[src/rtl/scrambler_pkg.sv]
// Shared constants, state type and Gen3 block classifier for the TX scrambler controller.
package scrambler_pkg;

  localparam int unsigned DATA_WIDTH         = 8;
  localparam int unsigned SYMBOL_COUNT_WIDTH = 4;
  localparam int unsigned G12_TS_TAIL        = 14;

  localparam logic [DATA_WIDTH-1:0] SYM_COM       = 8'hBC;
  localparam logic [DATA_WIDTH-1:0] SYM_SKP       = 8'h1C;
  localparam logic [DATA_WIDTH-1:0] SYM_TS1       = 8'h1E;
  localparam logic [DATA_WIDTH-1:0] SYM_TS2       = 8'h2D;
  localparam logic [DATA_WIDTH-1:0] SYM_EIEOS     = 8'h00;
  localparam logic [DATA_WIDTH-1:0] SYM_EIEOS_ODD = 8'hFF;
  localparam logic [DATA_WIDTH-1:0] SYM_SKP_GEN3  = 8'hAA;

  // DC-balance symbols that stay unscrambled at TS symbols 14/15
  localparam logic [DATA_WIDTH-1:0] DCB_SYM14_A = 8'h20;
  localparam logic [DATA_WIDTH-1:0] DCB_SYM14_B = 8'hDF;
  localparam logic [DATA_WIDTH-1:0] DCB_SYM15_A = 8'h08;
  localparam logic [DATA_WIDTH-1:0] DCB_SYM15_B = 8'hF7;

  typedef enum logic [3:0] {
    ST_IDLE,
    ST_G12_OS_ID,
    ST_G12_SKP,
    ST_G12_TS,
    ST_G12_DATA,
    ST_G3_DATA,
    ST_G3_TS,
    ST_G3_EIEOS,
    ST_G3_SKP,
    ST_G3_OTHER
  } tx_scr_state_e;

  function automatic tx_scr_state_e g3_classify(input logic                  sync_hdr,
                                                input logic [DATA_WIDTH-1:0] sym);
    if (!sync_hdr)                             return ST_G3_DATA;
    if (sym == SYM_TS1 || sym == SYM_TS2)      return ST_G3_TS;
    if (sym == SYM_EIEOS)                      return ST_G3_EIEOS;
    if (sym == SYM_SKP_GEN3)                   return ST_G3_SKP;
    return ST_G3_OTHER;
  endfunction

endpackage

[src/rtl/scr_symbol_counter.sv]
// Gen3 symbol-in-block counter: index of the current symbol, advanced per valid symbol.
module scr_symbol_counter
  import scrambler_pkg::*;
(
  input  logic                          clk_i,
  input  logic                          rst_i,
  input  logic                          inc_i,
  input  logic                          blk_start_i,
  input  logic                          clr_i,
  output logic [SYMBOL_COUNT_WIDTH-1:0] sym_idx_c_o
);

  logic [SYMBOL_COUNT_WIDTH-1:0] cnt_q;

  // Block_Start resynchronises the current symbol to index 0
  assign sym_idx_c_o = blk_start_i ? '0 : cnt_q;

  always_ff @(posedge clk_i) begin
    if (rst_i) begin
      cnt_q <= '0;
    end else if (clr_i) begin
      cnt_q <= '0;
    end else if (inc_i) begin
      cnt_q <= sym_idx_c_o + SYMBOL_COUNT_WIDTH'(1);
    end
  end

endmodule

[src/rtl/scrambler_controller_tx.sv]
// Per-symbol TX scrambler control (LFSR reset / scramble enable / advance), 1-cycle registered.
// Optional build macro TX_SCRAMBLE_BYPASS_EN adds scramble_disable_i (Gen1/2 scrambling off).
module scrambler_controller_tx
  import scrambler_pkg::*;
(
  input  logic                          clk_i,
  input  logic                          rst_i,
  input  logic                          gen_i,
  input  logic                          tx_valid_i,
  input  logic [DATA_WIDTH-1:0]         tx_data_i,
  input  logic                          tx_k_i,
  input  logic                          sync_header_i,
  input  logic                          block_start_i,
`ifdef TX_SCRAMBLE_BYPASS_EN
  input  logic                          scramble_disable_i,
`endif
  output logic [DATA_WIDTH-1:0]         tx_data_o,
  output logic                          tx_valid_o,
  output logic                          sc_lfsr_rst_o,
  output logic                          scramble_enable_o,
  output logic                          advance_o,
  output logic [SYMBOL_COUNT_WIDTH-1:0] count_o
);

  localparam logic [SYMBOL_COUNT_WIDTH-1:0] IDX_DCB14 = SYMBOL_COUNT_WIDTH'(14);
  localparam logic [SYMBOL_COUNT_WIDTH-1:0] IDX_LAST  = SYMBOL_COUNT_WIDTH'(15);

  tx_scr_state_e                 state_q, state_d, cls;
  logic                          gen_q, gen_vld_q, gen_chg;
  logic [SYMBOL_COUNT_WIDTH-1:0] left_q, left_d;
  logic                          eie_ok_q, eie_ok_d;
  logic [SYMBOL_COUNT_WIDTH-1:0] sym_idx;
  logic                          is_com, is_skp;
  logic                          lfsr_rst_d, en_d, adv_d;
  logic [DATA_WIDTH-1:0]         data_q;
  logic                          valid_q, lfsr_rst_q, en_q, adv_q;
  logic [SYMBOL_COUNT_WIDTH-1:0] count_q;

  // A rate change is only meaningful once a GEN value has been seen since reset
  assign gen_chg = gen_vld_q && (gen_i != gen_q);
  assign is_com  = tx_k_i && (tx_data_i == SYM_COM);
  assign is_skp  = tx_k_i && (tx_data_i == SYM_SKP);

  scr_symbol_counter u_cnt (
    .clk_i       (clk_i),
    .rst_i       (rst_i),
    .inc_i       (tx_valid_i && gen_i && !gen_chg),
    .blk_start_i (block_start_i && gen_i),
    .clr_i       (gen_chg),
    .sym_idx_c_o (sym_idx)
  );

  always_comb begin
    state_d    = state_q;
    left_d     = left_q;
    eie_ok_d   = eie_ok_q;
    cls        = state_q;
    lfsr_rst_d = 1'b0;
    en_d       = 1'b0;
    adv_d      = 1'b0;
    if (gen_chg) begin
      state_d = ST_IDLE;
    end else if (tx_valid_i && !gen_i) begin
      if (is_com) begin
        lfsr_rst_d = 1'b1;
        state_d    = ST_G12_OS_ID;
      end else begin
        case (state_q)
          ST_G12_OS_ID: begin
            if (is_skp) begin
              state_d = ST_G12_SKP;
            end else begin
              adv_d   = 1'b1;
              left_d  = SYMBOL_COUNT_WIDTH'(G12_TS_TAIL);
              state_d = ST_G12_TS;
            end
          end
          ST_G12_SKP: begin
            if (!is_skp) begin
              adv_d   = 1'b1;
              en_d    = !tx_k_i;
              state_d = ST_G12_DATA;
            end
          end
          ST_G12_TS: begin
            adv_d  = 1'b1;
            left_d = left_q - SYMBOL_COUNT_WIDTH'(1);
            if (left_q == SYMBOL_COUNT_WIDTH'(1)) state_d = ST_G12_DATA;
          end
          default: begin
            adv_d = 1'b1;
            en_d  = !tx_k_i;
          end
        endcase
      end
`ifdef TX_SCRAMBLE_BYPASS_EN
      if (scramble_disable_i) en_d = 1'b0;
`endif
    end else if (tx_valid_i) begin
      // Symbol 0 reclassifies the block; later symbols inherit the class
      if (sym_idx == '0) cls = g3_classify(sync_header_i, tx_data_i);
      state_d  = cls;
      eie_ok_d = ((sym_idx == '0) || eie_ok_q) &&
                 (tx_data_i == (sym_idx[0] ? SYM_EIEOS_ODD : SYM_EIEOS));
      case (cls)
        ST_G3_TS: begin
          adv_d = 1'b1;
          if (sym_idx == '0)
            en_d = 1'b0;
          else if (sym_idx == IDX_DCB14)
            en_d = !(tx_data_i == DCB_SYM14_A || tx_data_i == DCB_SYM14_B);
          else if (sym_idx == IDX_LAST)
            en_d = !(tx_data_i == DCB_SYM15_A || tx_data_i == DCB_SYM15_B);
          else
            en_d = 1'b1;
        end
        ST_G3_EIEOS: begin
          adv_d      = 1'b1;
          lfsr_rst_d = (sym_idx == IDX_LAST) && eie_ok_d;
        end
        ST_G3_SKP:   ;
        ST_G3_OTHER: adv_d = 1'b1;
        default: begin
          adv_d = 1'b1;
          en_d  = 1'b1;
        end
      endcase
    end
  end

  always_ff @(posedge clk_i) begin
    if (rst_i) begin
      state_q    <= ST_IDLE;
      gen_q      <= 1'b0;
      gen_vld_q  <= 1'b0;
      left_q     <= '0;
      eie_ok_q   <= 1'b0;
      data_q     <= '0;
      valid_q    <= 1'b0;
      lfsr_rst_q <= 1'b0;
      en_q       <= 1'b0;
      adv_q      <= 1'b0;
      count_q    <= '0;
    end else begin
      state_q    <= state_d;
      gen_q      <= gen_i;
      gen_vld_q  <= 1'b1;
      left_q     <= left_d;
      eie_ok_q   <= eie_ok_d;
      data_q     <= tx_data_i;
      valid_q    <= tx_valid_i && !gen_chg;
      lfsr_rst_q <= lfsr_rst_d;
      en_q       <= en_d;
      adv_q      <= adv_d;
      if (gen_chg)         count_q <= '0;
      else if (tx_valid_i) count_q <= sym_idx;
    end
  end

  assign tx_data_o         = data_q;
  assign tx_valid_o        = valid_q;
  assign sc_lfsr_rst_o     = lfsr_rst_q;
  assign scramble_enable_o = en_q;
  assign advance_o         = adv_q;
  assign count_o           = count_q;

endmodule

[config.mk]
export PLATFORM = sky130hd
export DESIGN_NAME = scrambler_controller_tx
export DESIGN_NICKNAME = d
export VERILOG_FILES = /design/src/rtl/scrambler_pkg.sv /design/src/rtl/scr_symbol_counter.sv /design/src/rtl/scrambler_controller_tx.sv
export SDC_FILE = /design/constraint.sdc
export NUM_CORES = 1
export LEC_CHECK = 0
export ABC_AREA = 1
export CAP_MARGIN = 5
export CELL_PAD_IN_SITES_DETAIL_PLACEMENT = 1
export CELL_PAD_IN_SITES_GLOBAL_PLACEMENT = 1
export CORE_MARGIN = 4
export CORE_UTILIZATION = 36
export DETAILED_ROUTE_END_ITERATION = 8
export GPL_TIMING_DRIVEN = 0
export PLACE_DENSITY = 0.82
export SYNTH_ARGS = -nofsm -noshare
export SYNTH_HDL_FRONTEND = slang
export SYNTH_SLANG_ARGS = --single-unit
[constraint.sdc]
create_clock -name clk_i -period 1.92 [get_ports clk_i]
set_clock_uncertainty 0.2 [all_clocks]
set_input_delay 0.288 -clock clk_i [delete_from_list [all_inputs] [get_ports clk_i]]
set_output_delay 0.288 -clock clk_i [all_outputs]
set_load 0.02 [all_outputs]
Word level (Yosys, flattened, before mapping)

Index checks and enable logic that the tools add are counted.

Register bits after elaboration: 31
Input bits: 15
Output and inout bits: 16
Logic and storage cells: 141

Add/subtract/negate cells: 2
Equality and inequality tests: 25
Multiplexer cells: 69
Bitwise operators: 3
Reductions and logical operators: 30

Operator list:

| operator            | number |
|---|---|
| $mux 4              | 19 |
| $mux 1              | 45 |
| $eq 8x8->1 const B  | 4 |
| $eq 4x4->1 const B  | 4 |
| $eq 8x5->1 const B  | 2 |
| $eq 8x6->1 const B  | 2 |
| $pmux 4 s3          | 1 |
| $logic_and 1x1->1   | 10 |
| $eq 4x1->1 const B  | 2 |
| $eq 4x2->1 const B  | 2 |
| $eq 4x3->1 const B  | 2 |
| $eq 8x4->1 const B  | 1 |
| $eq 8x8->1          | 1 |
| $logic_not 8->1     | 1 |
| $mux 8              | 1 |
| $ne 4x4->1 const B  | 2 |
| $pmux 4 s2          | 1 |
| $reduce_or 2->1     | 3 |
| $logic_not 1->1     | 5 |
| $ne 5x2->1 const B  | 1 |
| $reduce_and 5->1    | 1 |
| $add 4x1->4 const B | 1 |
| $logic_not 4->1     | 1 |
| $logic_or 1x1->1    | 4 |
| other kinds (9)     | 13 |

Logic depth before layout (Yosys ltp)

Gate-level depths: netlist (run 1).

Depth after elaboration: 38
Depth in mapped cells: 13

By module

Synthesis (run 1) repeated with hierarchy kept, for this count alone.

Cell total of the unflattened synthesis: 270
Area, all modules: 1806.7 µm²

By module, submodules not included:

| module                  | instances | cells an instance | area an instance (µm²) |
|---|---|---|---|
| scrambler_controller_tx | 1         | 231               | 1575.3 |
| scr_symbol_counter      | 1         | 39                | 231.5 |

Least setup slack after synthesis (run 1)

No wires, ideal clock.

Kind: in2reg
From: input port block_start_i
To: register adv_q, in the netlist advance_o
Setup time: 116 ps
Arrival: 1315 ps
Data required time: 1604 ps
Path slack: 289 ps
Cell stages on the path: 11
Buffers on the path: 0
Path through: nand2_2 nand2_1 ha_1 nand3_4 clkinv_2 nor2_1 inv_1 nand2_1 o21ai_0 nor2_1 nor2_1

Word-level cells in the longest chain between the ends: 11

RTL lines:

| what                 | RTL line                       | RTL |
|---|---|---|
| start, declared      | scrambler_controller_tx.sv:13  | `input logic block_start_i,` |
| $logic_and 1x1->1    | scrambler_controller_tx.sv:48  | `.blk_start_i (block_start_i && gen_i),` |
| $mux 4               | scr_symbol_counter.sv:16       | `assign sym_idx_c_o = blk_start_i ? '0 : cnt_q;` |
| $logic_not 4->1      | scrambler_controller_tx.sv:101 | `if (sym_idx == '0) cls = g3_classify(sync_header_i, tx_data_i);` |
| $mux 4               | scrambler_controller_tx.sv:101 |  |
| $mux 4               | scrambler_controller_tx.sv:99  | `end else if (tx_valid_i) begin` |
| $mux 4               | scrambler_controller_tx.sv:63  | `end else if (tx_valid_i && !gen_i) begin` |
| $mux 4               | scrambler_controller_tx.sv:61  | `if (gen_chg) begin` |
| $eq 4x4->1           | scrambler_controller_tx.sv:105 | `case (cls)` |
| $mux 1               | scrambler_controller_tx.sv:105 |  |
| $mux 1               | scrambler_controller_tx.sv:99  |  |
| $mux 1               | scrambler_controller_tx.sv:63  |  |
| end signal, assigned | scrambler_controller_tx.sv:154 | `adv_q <= adv_d;` |
| end, declared        | scrambler_controller_tx.sv:36  | `logic valid_q, lfsr_rst_q, en_q, adv_q;` |

Every way passes these cells. The select of a mux whose other input is x is not followed.
A chain may end at the register's enable or synchronous reset.

Worst setup path in the final report (run 1)

From: input port tx_k_i
To: register state_q[3]

Word-level cells in the longest chain between the ends: 3
Elaborated cells on any way between the ends: 8
Those cells by class: 3 x eq/ne; 2 x mux; 3 x reduce/logical

RTL lines:

| what                                                 | RTL line                                                     | RTL |
|---|---|---|
| start, declared                                      | scrambler_controller_tx.sv:11                                | `input logic tx_k_i,` |
| $logic_and 1x1->1, on equally long branches          | scrambler_controller_tx.sv:41, scrambler_controller_tx.sv:42 |  |
| $ne 5x2->1 (no line), or another cell as far along   | --                                                           |  |
| $reduce_and 4->1 (no line) or $mux 4 (tied branches) | --                                                           |  |
| end signal, assigned                                 | scrambler_controller_tx.sv:145                               | `state_q <= state_d;` |
| end, declared                                        | scrambler_controller_tx.sv:28                                | `tx_scr_state_e state_q, state_d, cls;` |

Parallel ways exist; a longest one is shown, timed or not.

==> key figures, run 1 <==
Outcome
  • Status: completed

Timing
  • Hold slack: 0.128 ns
  • Slew HR: a little over two thirds
  • Worst-margin pin slew: between 0.4 and 0.5 ns
  • Post-route minimum period: around 1.8 ns
  • Crit share post-route: between 90% and 100%
  • Final max-slew violation count: 0
  • Final hold vios: 0
  • Final-report setup violation count: 0
  • Post-route setup slack: 0.0757 ns
  • F_max: roughly 0.54 GHz

Synthesis
  • Synth area leaders: dfxtp_1 36%, nand2_1 13%, nor2_1 9.5%, inv_1 7.9%, a21oi_1 4.7%
  • Most frequent cells after synthesis: 60 x nand2_1, 43 x nor2_1, 36 x inv_1
  • Share of synthesized registers carrying an async set or reset: 0%
  • Post-Syn Area: 0.00171 mm2
  • Register bit total from synthesis: 31
  • Syn Inst Count: about 260
  • Yosys cell types: 27
  • YS warnings: 0
  • Predominant post-synthesis flop cell: dfxtp_1
  • Most frequent cell after synthesis: nand2_1
  • Post-synth top area cell: dfxtp_1
  • Post-synth EDFFs: 0
  • Post-synthesis sequential area ratio: a little over a third
  • Net Count, Synth: 279
  • Yosys top cell area share: 36.4%
  • Syn_area_per_cell: between 6 and 7 um2

Clock network
  • CTS Hold Buffers Added: 0
  • CTS Buf Count: 5
  • CTS tree: done
  • CTS H-Tree Depth: 2
  • Clock buffer depth: 2
  • Clock slew at reported path FFs: around 0.07 ns
  • Clk root buf: clkbuf_8
  • Clk_lat worst skew: roughly 0.28 ns
  • Clock sinks: 31

Setup path
  • Startpoint types: input pin
  • R2R Path Start: state_q[1]
  • Crit path DAT: 1.83 ns
  • Path depth of the worst reg2reg path: 9
  • CP startpoint: tx_k_i
  • Setup crit end: state_q[3]
  • Worst r2r dst: state_q[0]
  • Crit-path max FO: 6
  • Crit end category: register
  • FF-to-FF setup slack: ~0.21 ns
  • Critical path class: input pin to register
  • CP Data Required Time: about 1.9 ns

Final layout
  • Area growth, synth to finish: 37.3%
  • Layout Cells excl Fill: about 350
  • Area of the multi-input gates: about 0.0010 mm2
  • Final non-filler cell area: around 0.0023 mm2
  • Share of cells above drive strength 1: 21.2%
  • Fillcell total: approximately 570
  • Register Area: just over 600 um2
  • ANT cells: 0
  • Nets: ~320

Global routing
  • First-pass GRT wire length: 8070 um
  • Congestion Overflow GR: 0
  • Largest net degree at the start of global routing: 11
  • Grt met1 use: around a fifth
  • Vias in the first global route: 1,749
  • GRT met2 Usage: between 20 and 30%
  • Initial antenna violation count: 0
  • Total Routing Usage GR: between 10% and 20%
  • Met3 usage: 4.10%
  • Global routing's busiest layer: met2

Pwr
  • Power Total: approximately 1.5 mW
  • Leakage power: 1.06 nW
  • Maximum VDD drop: 0.327 mV
  • Power density over the cells: approximately 640 mW/mm2

Drt
  • DR vias: about 1,800
  • Final WL: 4980 um
  • Vias/cell: ~5
  • Final ANT Viol Nets: 0
  • Initial drt markers: 58
  • First drt pass iteration count: 4
  • Routed len/inst: 14.1 um
  • DR DRC count: 0

Placed design
  • Post-DP HPWL: between 3000 and 4000 um
  • Placed Area: 0.00207 mm2
  • # port buffers: 30
  • Dpl ws: -0.640 ns
  • Dpl cells: roughly 340
  • RePlAce Congestion: about 0.85

Floorplan
  • Core Area: roughly 0.0045 mm2
  • Die area: ~0.006 mm2
  • IO Pins: 31
  • Initial Utilization: between 30% and 40%
  • Die width: between 70 and 80 um
  • Die height: between 70 and 80 um
  • Row count: 24

Worst hold path
  • Hold crit path type: input pin to register

Run
  • Max cap viols: 0
-- timing repair --
action,in CTS,in global routing
endpoints found under the setup margin,13,11
pin swaps,4,15
buffers inserted,2,3
hold endpoints to repair,0,0
resized for setup,13,42
-- metal layers --
layer	vias up	wire [um]
met1	837	2280
li1	900	-
met5	-	0
met2	24	2500
met3	5	150
met4	0	56
-- cell usage in the layout (no fill, tap or decap) --
| cell | n |
|---|---|
| a21oi_1 | 14 |
| nand3_4 | 2 |
| clkinv_2 | 1 |
| inv_4 | 3 |
| nand4_1 | 4 |
| inv_1 | 30 |
| clkbuf_8 | 5 |
| ha_1 | 3 |
| o21ai_4 | 1 |
| o22ai_1 | 1 |
| nand3_2 | 2 |
| dlymetal6s2s_1 | 10 |
| clkdlybuf4s15_2 | 1 |
| dfxtp_1 | 31 |
| nand2_2 | 10 |
| inv_2 | 8 |
| nand3_1 | 13 |
| o21ai_1 | 7 |
| nand2_1 | 54 |
| clkdlybuf4s50_1 | 19 |
| o211ai_1 | 1 |
| nand2_4 | 3 |
| clkbuf_1 | 3 |
| a31oi_1 | 2 |
| nor3b_1 | 1 |
| nor2_2 | 11 |
| ha_4 | 2 |
| nor2_1 | 33 |
| a211oi_1 | 1 |
| buf_4 | 5 |
| o21ai_0 | 10 |
| nor2_4 | 5 |
| a21oi_2 | 4 |
| xor2_1 | 1 |
| nor3_2 | 1 |
-- critical path, stage by stage --
cell	delay, ns
clkdlybuf4s50_1	0.46
inv_1	0.08
nor2_4	0.10
nand2_2	0.07
o21ai_4	0.23
inv_2	0.07
a21oi_2	0.17
nand2_2	0.12
inv_2	0.07
o21ai_1	0.07
nand2_1	0.07
inv_1	0.03
-- cells by family after synthesis --
group | synth area share (%)
AOI/OAI and AO/OA | 13.6
xor gates and xnor gates | 0.513
adders and majority gates | 3.67
and+or+nand+nor | 36.5
DFF | 36.4
buffers and inverters | 9.31
-- through the flow --
| stage | setup TNS, ns | util, % |
|---|---|---|
| final | 0 | 52.4 |
| after global routing | -0.0657 | 52.4 |
| after CTS | 0 | 49.0 |
| after detailed placement | -7.65 | 46.3 |
| after global placement | -7.18 | 46.3 |
| after floorplan | 0 | - |
-- where the power goes --
| group | switching (mW) | total, mW | internal, mW |
|---|---|---|---|
| combinational | 0.202 | 0.322 | 0.120 |
| sequential | 0.0165 | 0.692 | 0.676 |
| clock | 0.241 | 0.495 | 0.254 |
-- worst min path at each step --
stage | from | endpoint | slack (ns) | cells past startpoint
after floorplan | rst_i | left_q[3] | 0.16 | 1
after global placement | count_o[2] | count_o[2] | 0.25 | 2
after detailed placement | count_o[3] | count_o[3] | 0.26 | 2
after CTS | gen_i | sc_lfsr_rst_o | 0.23 | 2
after global routing | tx_data_i[7] | tx_data_o[7] | 0.16 | 3
final | tx_data_i[2] | tx_data_o[2] | 0.13 | 3
-- sequential cells by signal, summed over array words and instances (netlist names) --
register,cells
tx_data_o,8
count_o,4
left_q,4
state_q,4
u_cnt.cnt_q,4
advance_o,1
eie_ok_q,1
gen_q,1
gen_vld_q,1
sc_lfsr_rst_o,1
scramble_enable_o,1
tx_valid_o,1
-- area by class of cell --
| cell class | count | area share (%) |
|---|---|---|
| Timing Repair Buffer | 35 | 15.5 |
| Inverter | 41 | 6.89 |
| Tap cell | 52 | 2.78 |
| Clock inverter | 1 | 0.214 |
| Sequential cell | 31 | 26.5 |
| Multi-Input combinational cell | 186 | 44.7 |
| Clock buffer | 7 | 3.26 |
| Buffer | 1 | 0.160 |
(Power assumes the default switching activity.)
==> run 2, diff against run 1 <==
--- a/config.mk
+++ b/config.mk
@@ -5,15 +5,15 @@
 export SDC_FILE = /design/constraint.sdc
 export NUM_CORES = 1
 export LEC_CHECK = 0
-export ABC_AREA = 1
+export ABC_AREA = 0
 export CAP_MARGIN = 5
 export CELL_PAD_IN_SITES_DETAIL_PLACEMENT = 1
 export CELL_PAD_IN_SITES_GLOBAL_PLACEMENT = 1
 export CORE_MARGIN = 4
-export CORE_UTILIZATION = 36
+export CORE_UTILIZATION = 39
 export DETAILED_ROUTE_END_ITERATION = 8
 export GPL_TIMING_DRIVEN = 0
-export PLACE_DENSITY = 0.82
+export PLACE_DENSITY = 0.83
 export SYNTH_ARGS = -nofsm -noshare
 export SYNTH_HDL_FRONTEND = slang
 export SYNTH_SLANG_ARGS = --single-unit
==> key figures, run 2 <==
Placed design
  • Post-DP HPWL: between 3000 and 4000 um
  • # port buffers: 28
  • RePlAce Congestion: ~0.85

Synthesis
  • Post-synth EDFFs: 0
  • Yosys top cell area share: a little over a third
  • Yosys cell types: between 50 and 60
  • Post-synth top area cell: dfxtp_1
  • Register bit total from synthesis: 31
  • Post-Syn Area: around 0.0018 mm2
  • Net Count, Synth: 233
  • Syn Inst Count: roughly 210
  • Syn_area_per_cell: 8.29 um2
  • Share of synthesized registers carrying an async set or reset: 0%
  • YS warnings: 0
  • Most frequent cell after synthesis: dfxtp_1
  • Most frequent cells after synthesis: 31 x dfxtp_1, 21 x nand2_1, 17 x nor2_1
  • Synth area leaders: dfxtp_1 35%, nand2_1 4.5%, a21oi_1 4.0%, nor2_1 3.6%, ha_1 3.5%
  • Post-synthesis sequential area ratio: between 30% and 40%
  • Predominant post-synthesis flop cell: dfxtp_1

Drt
  • First drt pass iteration count: 4
  • Final ANT Viol Nets: 0
  • Routed len/inst: approximately 17 um
  • Vias/cell: 5.72
  • Initial drt markers: between 90 and 100
  • Final WL: about 5400 um
  • DR DRC count: 0
  • DR vias: about 1,800

Setup path
  • Critical path class: register to register
  • Crit end category: register
  • CP Data Required Time: between 1.5 and 2 ns
  • Crit path DAT: 2.06 ns
  • Crit-path max FO: 4
  • Startpoint types: register

Outcome
  • Status: finished, violations left
  • Failing checks: setup timing

Floorplan
  • Row count: 24
  • Die height: between 70 and 80 um
  • IO Pins: 31
  • Initial Utilization: 40.3%
  • Core Area: approximately 0.0044 mm2
  • Die width: around 75 um
  • Die area: approximately 0.0057 mm2

Clock network
  • CTS tree: done
  • Clk_lat worst skew: 0.29 ns
  • CTS H-Tree Depth: 2
  • Clock sinks: 31
  • CTS Buf Count: 5
  • Clock buffer depth: 2
  • Clock slew at reported path FFs: 0.07 ns
  • Clk root buf: clkbuf_8

Global routing
  • Initial antenna violation count: 0
  • Congestion Overflow GR: 0
  • Total Routing Usage GR: a little over a fifth
  • First-pass GRT wire length: between 8000 and 9000 um
  • Vias in the first global route: ~1,800
  • Largest net degree at the start of global routing: 11

Final layout
  • Final core utilization: roughly 54%
  • Register Area: between 600 and 700 um2
  • Area of the multi-input gates: 0.00115 mm2
  • Share of cells above drive strength 1: 19.0%
  • Commonest cells after routing, fill and taps aside: 30 x dfxtp_1, 20 x clkdlybuf4s50_1, 19 x nand2_1
  • Commonest non-fill, non-tap cell in the layout: dfxtp_1
  • Fillcell total: 530
  • Nets: 277
  • ANT cells: 0
  • Largest register FFs: 8
  • Area growth, synth to finish: 35.2%

Run
  • Max cap viols: 0

Worst hold path
  • Hold crit path type: input pin to register

Timing
  • Slew HR: 64.2%
  • Worst-margin pin slew: about 0.54 ns
  • Post-route minimum period: approximately 2.1 ns
  • Final-report setup violation count: 6
  • F_max: about 0.48 GHz
  • Post-Route Setup TNS: -0.526 ns
  • Hold slack: between 0.07 and 0.08 ns
  • Final hold vios: 0
  • RSZ-0062 raised after global routing: true
  • Final max-slew violation count: 0
  • Post-route setup slack: -0.143 ns
  • Crit share post-route: 107%

Pwr
  • Maximum VDD drop: 0.396 mV
  • Power density over the cells: 682 mW/mm2
  • Leakage power: about 0.9 nW
==> run 2: kinds of logic after synthesis <==
kind of cell | after synthesis | synth area share, %
xor+xnor | 2 | 0.992
compound gates | 54 | 21.4
simple gates | 99 | 31.7
flops | 31 | 35.1
fa+ha+maj | 5 | 3.54
buf+inv | 16 | 3.82
mux | 6 | 3.40
==> run 2: layer usage <==
metal	track usage (%)	wire, um	vias up
met5	0	0	-
met2	35.4	2710	41
met4	7.18	108	0
met3	4.62	211	12
met1	26.3	2360	850
li1	-	-	870
==> run 2: repair_timing <==
action                                 4_1_cts  5_1_grt
buffers inserted                             7        3
hold buffers                                 0        0
cloned                                       0        0
gates resized for setup                     27        5
setup endpoints to repair                   21       14
endpoints found under the hold margin        0        0
pin swaps                                    5        6
==> run 2: per-stage QoR <==
stage | std cells | instance area [um2] | total power [mW] | worst slack (ns)
detailed placement | 293 | 2180 | 0.953 | -0.908
floorplan | 213 | 1830 | 0.843 | -0.0540
CTS | 308 | 2360 | 1.64 | -0.152
global placement | 293 | 2180 | 0.946 | -0.899
global route | 310 | 2390 | 1.71 | -0.229
finish | 310 | 2390 | 1.63 | -0.143
==> run 2: final cells by class <==
cell class,instances,area share (%)
multi-input cells,166,48.4
flip-flops and latches,31,26.0
repair buffers,38,14.8
clock buffers,6,3.46
well taps,52,2.72
plain buffers,7,1.94
clock inverters,2,1.47
inverters,8,1.26
==> run 2: final timing paths <==
path                  start                end  depth (start not counted)  slack [ns]
min            tx_data_i[2]       tx_data_o[2]                          2        0.08
min reg2reg      count_o[2]         count_o[2]                          2        0.25
max          u_cnt.cnt_q[0]  scramble_enable_o                          8       -0.14
max reg2reg  u_cnt.cnt_q[0]  scramble_enable_o                          8       -0.14
==> run 2: where the power goes <==
group          switching, mW  internal, mW  leakage [nW]
registers             0.0174         0.667         0.254
logic                  0.154         0.121         0.582
clock network          0.250         0.419        0.0612
==> run 2: worst max-delay path, stage by stage, from the launching register on <==
cell and delay, ns:
dfxtp_2 0.34, a21boi_4 0.19, inv_2 0.07, ha_4 0.16
and2_4 0.13, and2_4 0.16, and3_4 0.15, a311o_1 0.30
a221oi_2 0.28
==> run 3, diff against run 2 <==
--- a/config.mk
+++ b/config.mk
@@ -11,6 +11,7 @@
 export CELL_PAD_IN_SITES_GLOBAL_PLACEMENT = 1
 export CORE_MARGIN = 4
 export CORE_UTILIZATION = 39
+export CTS_CLUSTER_SIZE = 25
 export DETAILED_ROUTE_END_ITERATION = 8
 export GPL_TIMING_DRIVEN = 0
 export PLACE_DENSITY = 0.83
==> results of run 3 <==
Same layout as run 2: the final DEF is identical, and so are final timing and power.
